$ cat config.mk
export PLATFORM = sky130hd
export DESIGN_NAME = uart_diff_engine
export DESIGN_NICKNAME = d
export VERILOG_FILES = /design/src/rtl/uart_diff_engine.sv
export SDC_FILE = /design/constraint.sdc
export NUM_CORES = 1
export LEC_CHECK = 0
export BUFFER_PORTS_ARGS = -buffer_cell sky130_fd_sc_hd__clkbuf_2
export CORE_ASPECT_RATIO = 1.5
export CORE_MARGIN = 3
export CORE_UTILIZATION = 30
export CTS_BUF_LIST = sky130_fd_sc_hd__clkbuf_2 sky130_fd_sc_hd__clkbuf_4 sky130_fd_sc_hd__clkbuf_8
export DETAILED_ROUTE_END_ITERATION = 7
export SLEW_MARGIN = 30
export SYNTH_ARGS = -nofsm -noshare
export SYNTH_HDL_FRONTEND = slang
export SYNTH_SLANG_ARGS = --single-unit
$ cat constraint.sdc
create_clock -name clk -period 2.8 [get_ports clk]
set_input_delay 0.14 -clock clk [delete_from_list [all_inputs] [get_ports clk]]
set_output_delay 0.14 -clock clk [all_outputs]
set_load 0.02 [all_outputs]
$ cat src/rtl/uart_diff_engine.sv
// UART difference engine: receives operands A and B over 8N1, sends (A - B) back LSB-byte first.
// Optional status byte after the result bytes when UART_DIFF_STATUS_EN is defined.
module uart_diff_engine #(
    parameter int CLKS_PER_BIT  = 868,
    parameter int OPERAND_BYTES = 1
) (
    input  logic                         clk,
    input  logic                         rst,
    input  logic                         uart_rx,
    output logic                         uart_tx,
    output logic [8*OPERAND_BYTES-1:0]   result,
    output logic                         result_valid,
    output logic                         frame_err,
    output logic                         overrun,
    output logic                         busy
);
    localparam int W    = 8 * OPERAND_BYTES;
    localparam int NOPS = 2 * OPERAND_BYTES;
`ifdef UART_DIFF_STATUS_EN
    localparam int TXB  = OPERAND_BYTES + 1;
`else
    localparam int TXB  = OPERAND_BYTES;
`endif
    localparam int FW   = 8 * TXB;
    localparam int CW   = $clog2(CLKS_PER_BIT);
    localparam int IW   = $clog2(NOPS);
    localparam int TIW  = $clog2(TXB + 1);
    localparam logic [CW-1:0] BIT_END  = CW'(CLKS_PER_BIT - 1);
    localparam logic [CW-1:0] HALF_END = CW'(CLKS_PER_BIT / 2 - 1);

    typedef enum logic [1:0] {RX_IDLE, RX_START, RX_DATA, RX_STOP} rx_state_t;
    typedef enum logic [1:0] {TX_IDLE, TX_START, TX_DATA, TX_STOP} tx_state_t;

    logic            rx_meta, rx_sync;
    rx_state_t       rx_state;
    logic [CW-1:0]   rx_cnt;
    logic [2:0]      rx_bit;
    logic [7:0]      rx_shift;
    logic [IW-1:0]   op_idx;
    logic [2*W-1:0]  ops;
    logic            calc;
    logic [W-1:0]    op_a, op_b;

    logic            pending;
    logic [W-1:0]    pend_val;
    logic            tx_load;
    logic [FW-1:0]   frame_load;

    tx_state_t       tx_state;
    logic [CW-1:0]   tx_cnt;
    logic [2:0]      tx_bit;
    logic [TIW-1:0]  tx_idx;
    logic [FW-1:0]   tx_frame;
    logic [7:0]      tx_byte;

    assign op_a    = ops[W-1:0];
    assign op_b    = ops[2*W-1:W];
    assign tx_load = (tx_state == TX_IDLE) && pending;
    assign busy    = (tx_state != TX_IDLE) || pending;
    assign tx_byte = tx_frame[7:0];

    always_ff @(posedge clk or posedge rst) begin
        if (rst) begin
            rx_meta <= 1'b1;
            rx_sync <= 1'b1;
        end else begin
            rx_meta <= uart_rx;
            rx_sync <= rx_meta;
        end
    end

    // A bad stop bit abandons the whole partially assembled operand pair.
    always_ff @(posedge clk or posedge rst) begin
        if (rst) begin
            rx_state  <= RX_IDLE;
            rx_cnt    <= '0;
            rx_bit    <= '0;
            rx_shift  <= '0;
            op_idx    <= '0;
            ops       <= '0;
            calc      <= 1'b0;
            frame_err <= 1'b0;
        end else begin
            frame_err <= 1'b0;
            calc      <= 1'b0;
            case (rx_state)
                RX_IDLE: begin
                    rx_cnt <= '0;
                    rx_bit <= '0;
                    if (!rx_sync) rx_state <= RX_START;
                end
                RX_START: begin
                    if (rx_cnt == HALF_END) begin
                        rx_cnt   <= '0;
                        rx_state <= rx_sync ? RX_IDLE : RX_DATA;
                    end else begin
                        rx_cnt <= rx_cnt + 1'b1;
                    end
                end
                RX_DATA: begin
                    if (rx_cnt == BIT_END) begin
                        rx_cnt   <= '0;
                        rx_shift <= {rx_sync, rx_shift[7:1]};
                        rx_bit   <= rx_bit + 1'b1;
                        if (rx_bit == 3'd7) rx_state <= RX_STOP;
                    end else begin
                        rx_cnt <= rx_cnt + 1'b1;
                    end
                end
                RX_STOP: begin
                    if (rx_cnt == BIT_END) begin
                        rx_cnt   <= '0;
                        rx_state <= RX_IDLE;
                        if (rx_sync) begin
                            ops[{op_idx, 3'b000} +: 8] <= rx_shift;
                            if (op_idx == IW'(NOPS - 1)) begin
                                op_idx <= '0;
                                calc   <= 1'b1;
                            end else begin
                                op_idx <= op_idx + 1'b1;
                            end
                        end else begin
                            frame_err <= 1'b1;
                            op_idx    <= '0;
                        end
                    end else begin
                        rx_cnt <= rx_cnt + 1'b1;
                    end
                end
                default: rx_state <= RX_IDLE;
            endcase
        end
    end

    // A result landing while TX picks up the old one is not an overrun.
    always_ff @(posedge clk or posedge rst) begin
        if (rst) begin
            result       <= '0;
            result_valid <= 1'b0;
            overrun      <= 1'b0;
            pending      <= 1'b0;
            pend_val     <= '0;
        end else begin
            result_valid <= calc;
            overrun      <= 1'b0;
            if (calc) begin
                result   <= op_a - op_b;
                pend_val <= op_a - op_b;
                pending  <= 1'b1;
                overrun  <= pending && !tx_load;
            end else if (tx_load) begin
                pending  <= 1'b0;
            end
        end
    end

`ifdef UART_DIFF_STATUS_EN
    logic pend_borrow, ferr_seen, ovr_seen;

    always_ff @(posedge clk or posedge rst) begin
        if (rst) begin
            pend_borrow <= 1'b0;
            ferr_seen   <= 1'b0;
            ovr_seen    <= 1'b0;
        end else begin
            if (calc) pend_borrow <= (op_a < op_b);
            ferr_seen <= frame_err || (ferr_seen && !tx_load);
            ovr_seen  <= overrun || (ovr_seen && !tx_load);
        end
    end

    assign frame_load = {5'b0, ovr_seen, ferr_seen, pend_borrow, pend_val};
`else
    assign frame_load = pend_val;
`endif

    // uart_tx is registered from the state, so the line lags the FSM by one cycle.
    always_ff @(posedge clk or posedge rst) begin
        if (rst) begin
            tx_state <= TX_IDLE;
            uart_tx  <= 1'b1;
            tx_cnt   <= '0;
            tx_bit   <= '0;
            tx_idx   <= '0;
            tx_frame <= '0;
        end else begin
            case (tx_state)
                TX_IDLE: begin
                    uart_tx <= 1'b1;
                    tx_cnt  <= '0;
                    tx_bit  <= '0;
                    tx_idx  <= '0;
                    if (pending) begin
                        tx_frame <= frame_load;
                        tx_state <= TX_START;
                    end
                end
                TX_START: begin
                    uart_tx <= 1'b0;
                    if (tx_cnt == BIT_END) begin
                        tx_cnt   <= '0;
                        tx_state <= TX_DATA;
                    end else begin
                        tx_cnt <= tx_cnt + 1'b1;
                    end
                end
                TX_DATA: begin
                    uart_tx <= tx_byte[tx_bit];
                    if (tx_cnt == BIT_END) begin
                        tx_cnt <= '0;
                        tx_bit <= tx_bit + 1'b1;
                        if (tx_bit == 3'd7) tx_state <= TX_STOP;
                    end else begin
                        tx_cnt <= tx_cnt + 1'b1;
                    end
                end
                TX_STOP: begin
                    uart_tx <= 1'b1;
                    if (tx_cnt == BIT_END) begin
                        tx_cnt <= '0;
                        if (tx_idx == TIW'(TXB - 1)) begin
                            tx_state <= TX_IDLE;
                        end else begin
                            tx_idx   <= tx_idx + 1'b1;
                            tx_frame <= tx_frame >> 8;
                            tx_state <= TX_START;
                        end
                    end else begin
                        tx_cnt <= tx_cnt + 1'b1;
                    end
                end
                default: tx_state <= TX_IDLE;
            endcase
        end
    end
endmodule

Word level (Yosys, flattened, before mapping) --
Index checks and enable logic that the tools add are counted.
Cells by class: add/sub/neg operators 8, $lt $le $gt $ge 1, equality and inequality tests 22, shifts and indexed selects 2, mux-type cells 46, reduce and logical (&&, ||, !) cells 23
Operators with widths (number):
- two-way mux 10 bit | 3
- one-hot mux 10 bit (3 select lines) | 1
- two-way mux 8 bit | 3
- two-way mux 2 bit | 11
- != test 2 bit, second input constant | 11
- adder 10 x 1 -> 10 bit, second input constant | 2
- == test 10 bit, second input constant | 2
- one-hot mux 10 bit (2 select lines) | 1
- bitwise mux 16 bit | 1
- two-way mux 1 bit | 16
- one-hot mux 2 bit (4 select lines) | 2
- one-hot mux 8 bit (2 select lines) | 1
- variable shift 8 x 6 -> 16 bit, first input constant | 1
- indexed part select 8 x 6 -> 16 bit | 1
- one-hot mux 3 bit (2 select lines) | 2
- == test 10 x 9 -> 1 bit, second input constant | 1
- AND reduction 2 bit | 5
- AND reduction 5 bit | 2
- nonzero test 2 bit | 5
- == test 2 bit, second input constant | 4
- subtractor 8 bit | 1
- adder 3 x 1 -> 3 bit, second input constant | 2
- == test 3 bit, second input constant | 2
- two-way mux 3 bit | 2
- 15 further kinds | 20
Storage, ports and cells: flip-flop bits (word level) 80, input port bits 3, output and inout bits 13, logic and storage cells 122

Longest topological paths before layout --
word-level depth 5, gate-level depth with buffers 8, depth with buffers taken out 8

Least setup slack after synthesis --
Ideal clock, no wire load.
path kind reg-to-reg, from reg rx_cnt[0], to reg ops[0], setup time 125 ps, arrival 1844 ps, data required time 2675 ps, path slack 831 ps, stages on the path, launching flop included 7, buffers on the path 1, period minus slack after synthesis 1969 ps, cells stage by stage dfrtp_1 ha_1 and4bb_1 nand4_2 or3b_1 buf_6 mux2_4
On the way: longest elaborated chain between the ends 2
Ends and longest elaborated chain:
- start, declared | line 36 | logic [CW-1:0] rx_cnt;
- start signal, assigned | line 97 | rx_cnt <= rx_cnt + 1'b1;
- start signal, assigned | line 107 | rx_cnt <= rx_cnt + 1'b1;
- start signal, assigned | line 127 | rx_cnt <= rx_cnt + 1'b1;
- == test 10 bit | line 111 | if (rx_cnt == BIT_END) begin
- AND reduction 3 bit (no line)
- end signal, assigned by index | line 115 | ops[{op_idx, 3'b000} +: 8] <= rx_shift;
- end, declared | line 40 | logic [2*W-1:0] ops;
No other way between the ends. A chain may end at the register's enable or synchronous reset.

Worst setup path in the final report --
Ends and elaborated chain as after synthesis.

==> key figures <==
Layout
  • Layout Nets: 385
  • Multi-input logic area: 1690 um^2
  • Share of cells above drive strength 1: 18.3%
  • Commonest cells after routing, fill and taps aside: dfrtp_1, nand2_1, nor2_1
  • Most common cell after layout, fill and taps aside: dfrtp_1
  • Finished Cell Area: 4290 um^2
  • # fillers: 1233
  • Post-synthesis to final-layout area growth: 12.9%
  • N_diodes: 0
  • Reg area: 1980 um^2

Clock tree
  • Post-CTS Resized: 0
  • Number of post-CTS setup repair buffers: 0
  • Skew-Pair Late Insertion Delay: 0.35 ns
  • CTS tree: yes
  • CTS Buf Count: 9
  • Clk Tree Root Cell: clkbuf_8
  • Clock Path Buffers: 2
  • Clock sink total: 79
  • H-tree depth: 3
  • CTS Hold Bufs: 2
  • Clk slew on worst S/H paths: 0.07 ns

Floorplan
  • IO Pins: 16
  • Die X: 97.9 um
  • Core area: 12200 um^2
  • Initial Util: 31.1%
  • Row count: 49
  • Chip height: 144 um
  • DIE AREA: 14100 um^2

Timing
  • Slew headroom: 48.2%
  • Unrepaired setup endpoints after global routing: no
  • Setup tns final: 0 ns
  • Tmin final: 2.27 ns
  • Max-slew violation count: 0
  • Final Hold Fails: 0
  • Fin worst setup slack: 0.532 ns
  • Worst Tran Pin Value: 0.776 ns
  • Setup Skew: 0.00779 ns
  • Max frequency: 0.441 GHz
  • # setup viols final: 0
  • Fin crit share: 81.0%

Worst hold path
  • Hold Path Class: reg2reg
  • Worst hold start: rx_meta$_DFF_PP1_
  • Worst Hold Depth: 0
  • Min-Delay Endpoint: rx_sync$_DFF_PP1_

Critical path
  • Worst path arrival time: 2.50 ns
  • CP Max Fanout: 9
  • R2R setup slack: 0.53 ns
  • Crit path launch type: flip-flop
  • Reg2reg start: rx_cnt[0]$_DFF_PP0_
  • Critical Path RT: 3.04 ns
  • R2R Path End: ops[0]$_DFFE_PP0P_
  • Setup CP Type: reg2reg
  • R2r worst-path depth: 5
  • Crit. End Element: flip-flop

Power and ir drop
  • VDD IR max: 185 uV
  • P per Cell Area: 478 nW/um^2
  • Leak: 0.00203 uW

Synth
  • Dominant cell type by area after synthesis: dfrtp_1
  • Post-synthesis cell area: 3800 um^2
  • Netlist cell types: 53
  • Main flop type after synthesis: dfrtp_1
  • Top cell type's share of synthesized area: 50.1%
  • Post-synthesis sequential area ratio: 52.2%
  • Ys async rst share: 100%
  • Flops & latches, synth: 79
  • Largest cells by area after synthesis: dfrtp_1, ha_1, mux2_2
  • Yosys Warn Count: 0
  • Synthesized area per cell: 11.2 um^2
  • Post-synth EDFFs: 0
  • Gate Count Post-Synth: 339
  • Syn nets: 362

Global route
  • Initial antenna violation count: 0
  • Vias in the first global route: 2504
  • All-Layer GR Usage: 9.95%
  • First-pass GRT wire length: 11300 um
  • Remaining Overflow, GRT: 0
  • Largest net degree at the start of global routing: 46

Drt
  • Initial DRC count: 71
  • Routed vias: 2473
  • Routed wire length per instance: 12.4 um
  • Drc violations: 0
  • First drt pass iteration count: 4
  • Drt via density: 4.76
  • Total Routed Length: 6470 um
  • Final ANT Viol Nets: 0

Placed design
  • # port buffers: 15
  • Dpl cell area: 4050 um^2
  • Hpwl dp: 4740 um
  • Pre-CTS setup slack: 0.530 ns
  • Gpl congestion: 0.764

Flow run
  • Maxcap violations: 0

Run status
  • Status: finished, final reports clean
## cell families after synthesis
logic type,share of synthesized area [%]
and+or+nand+nor,14.8
DFF,52.2
AOI/OAI and AO/OA,8.34
muxes,10.8
buffers and inverters,3.23
adders and majority gates,6.79
xor gates and xnor gates,3.92
## worst max-delay path: stages (launching register included)
cell	delay [ns]
dfrtp_1	0.42
ha_1	0.26
and4bb_1	0.25
nand4_2	0.18
or3b_1	0.66
mux2_4	0.38
## worst max path at each step
stage	from	end	slack, ns
6_report	rx_cnt[0]$_DFF_PP0_	ops[0]$_DFFE_PP0P_	0.53
5_1_grt	rx_cnt[0]$_DFF_PP0_	ops[2]$_DFFE_PP0P_	0.40
4_1_cts	rx_cnt[0]$_DFF_PP0_	ops[2]$_DFFE_PP0P_	0.51
3_5_place_dp	rx_cnt[0]$_DFF_PP0_	ops[2]$_DFFE_PP0P_	0.53
3_3_place_gp	rx_cnt[0]$_DFF_PP0_	ops[0]$_DFFE_PP0P_	0.62
2_1_floorplan	rst	async pin	0.64
## synthesized netlist by cell type, drive strengths merged, types with 3 or more instances
cell type	number
a21oi	5
a22o	3
a31oi	3
and3	4
buf	3
clkbuf	7
dfrtp	76
dfstp	3
ha	19
inv	19
mux2	27
mux2i	3
nand2	35
nand3	14
nand4	3
nor2	32
nor2b	3
nor3	8
o21a	5
o21ai	15
xnor2	9
xor2	8
## power breakdown
group | switching [uW] | total [uW] | internal (uW)
registers | 1.28 | 1140 | 1140
clock network | 386 | 878 | 492
logic | 22.4 | 27.2 | 4.82
## per-stage QoR
| stage | utilization [%] | hold slack (ns) | power, uW | std cells |
|---|---|---|---|---|
| floorplan | - | 0.144 | 1180 | 339 |
| global placement | 33.2 | 0.232 | 1190 | 501 |
| detailed placement | 33.2 | 0.234 | 1190 | 501 |
| CTS | 35.1 | 0.358 | 2080 | 519 |
| global route | 35.1 | 0.366 | 2130 | 520 |
| finish | 35.1 | 0.357 | 2050 | 520 |
## sequential cells by signal, indices dropped and copies added (netlist names), named ones only
name	count
calc	1
op_idx	1
overrun	1
rx_bit	3
rx_sync	1
rx_cnt	10
tx_bit	3
tx_cnt	10
frame_err	1
result_valid	1
tx_state	2
tx_byte	8
rx_state	1
ops	16
frame_load	8
pending	1
rx_meta	1
uart_tx	1
rx_shift	8
## area by class of cell
class	instances	share of cell area, %
inverters	20	1.78
repair buffers	22	3.09
clock buffers	13	4.03
multi-input cells	230	39.5
well taps	153	4.46
flip-flops and latches	79	46.2
clock inverters	3	0.934
## layer usage
metal | share of wire, % | wire length [um] | global-route usage (%) | vias up
li1 | - | - | - | 1226
met1 | 42 | 2690 | 10.8 | 1206
met2 | 54 | 3460 | 17.8 | 26
met3 | 2.5 | 160 | 2.19 | 15
met4 | 2.5 | 159 | 5.84 | 0
met5 | 0 | 0 | 0 | -
Note: power is estimated with default switching activity, not from simulation.
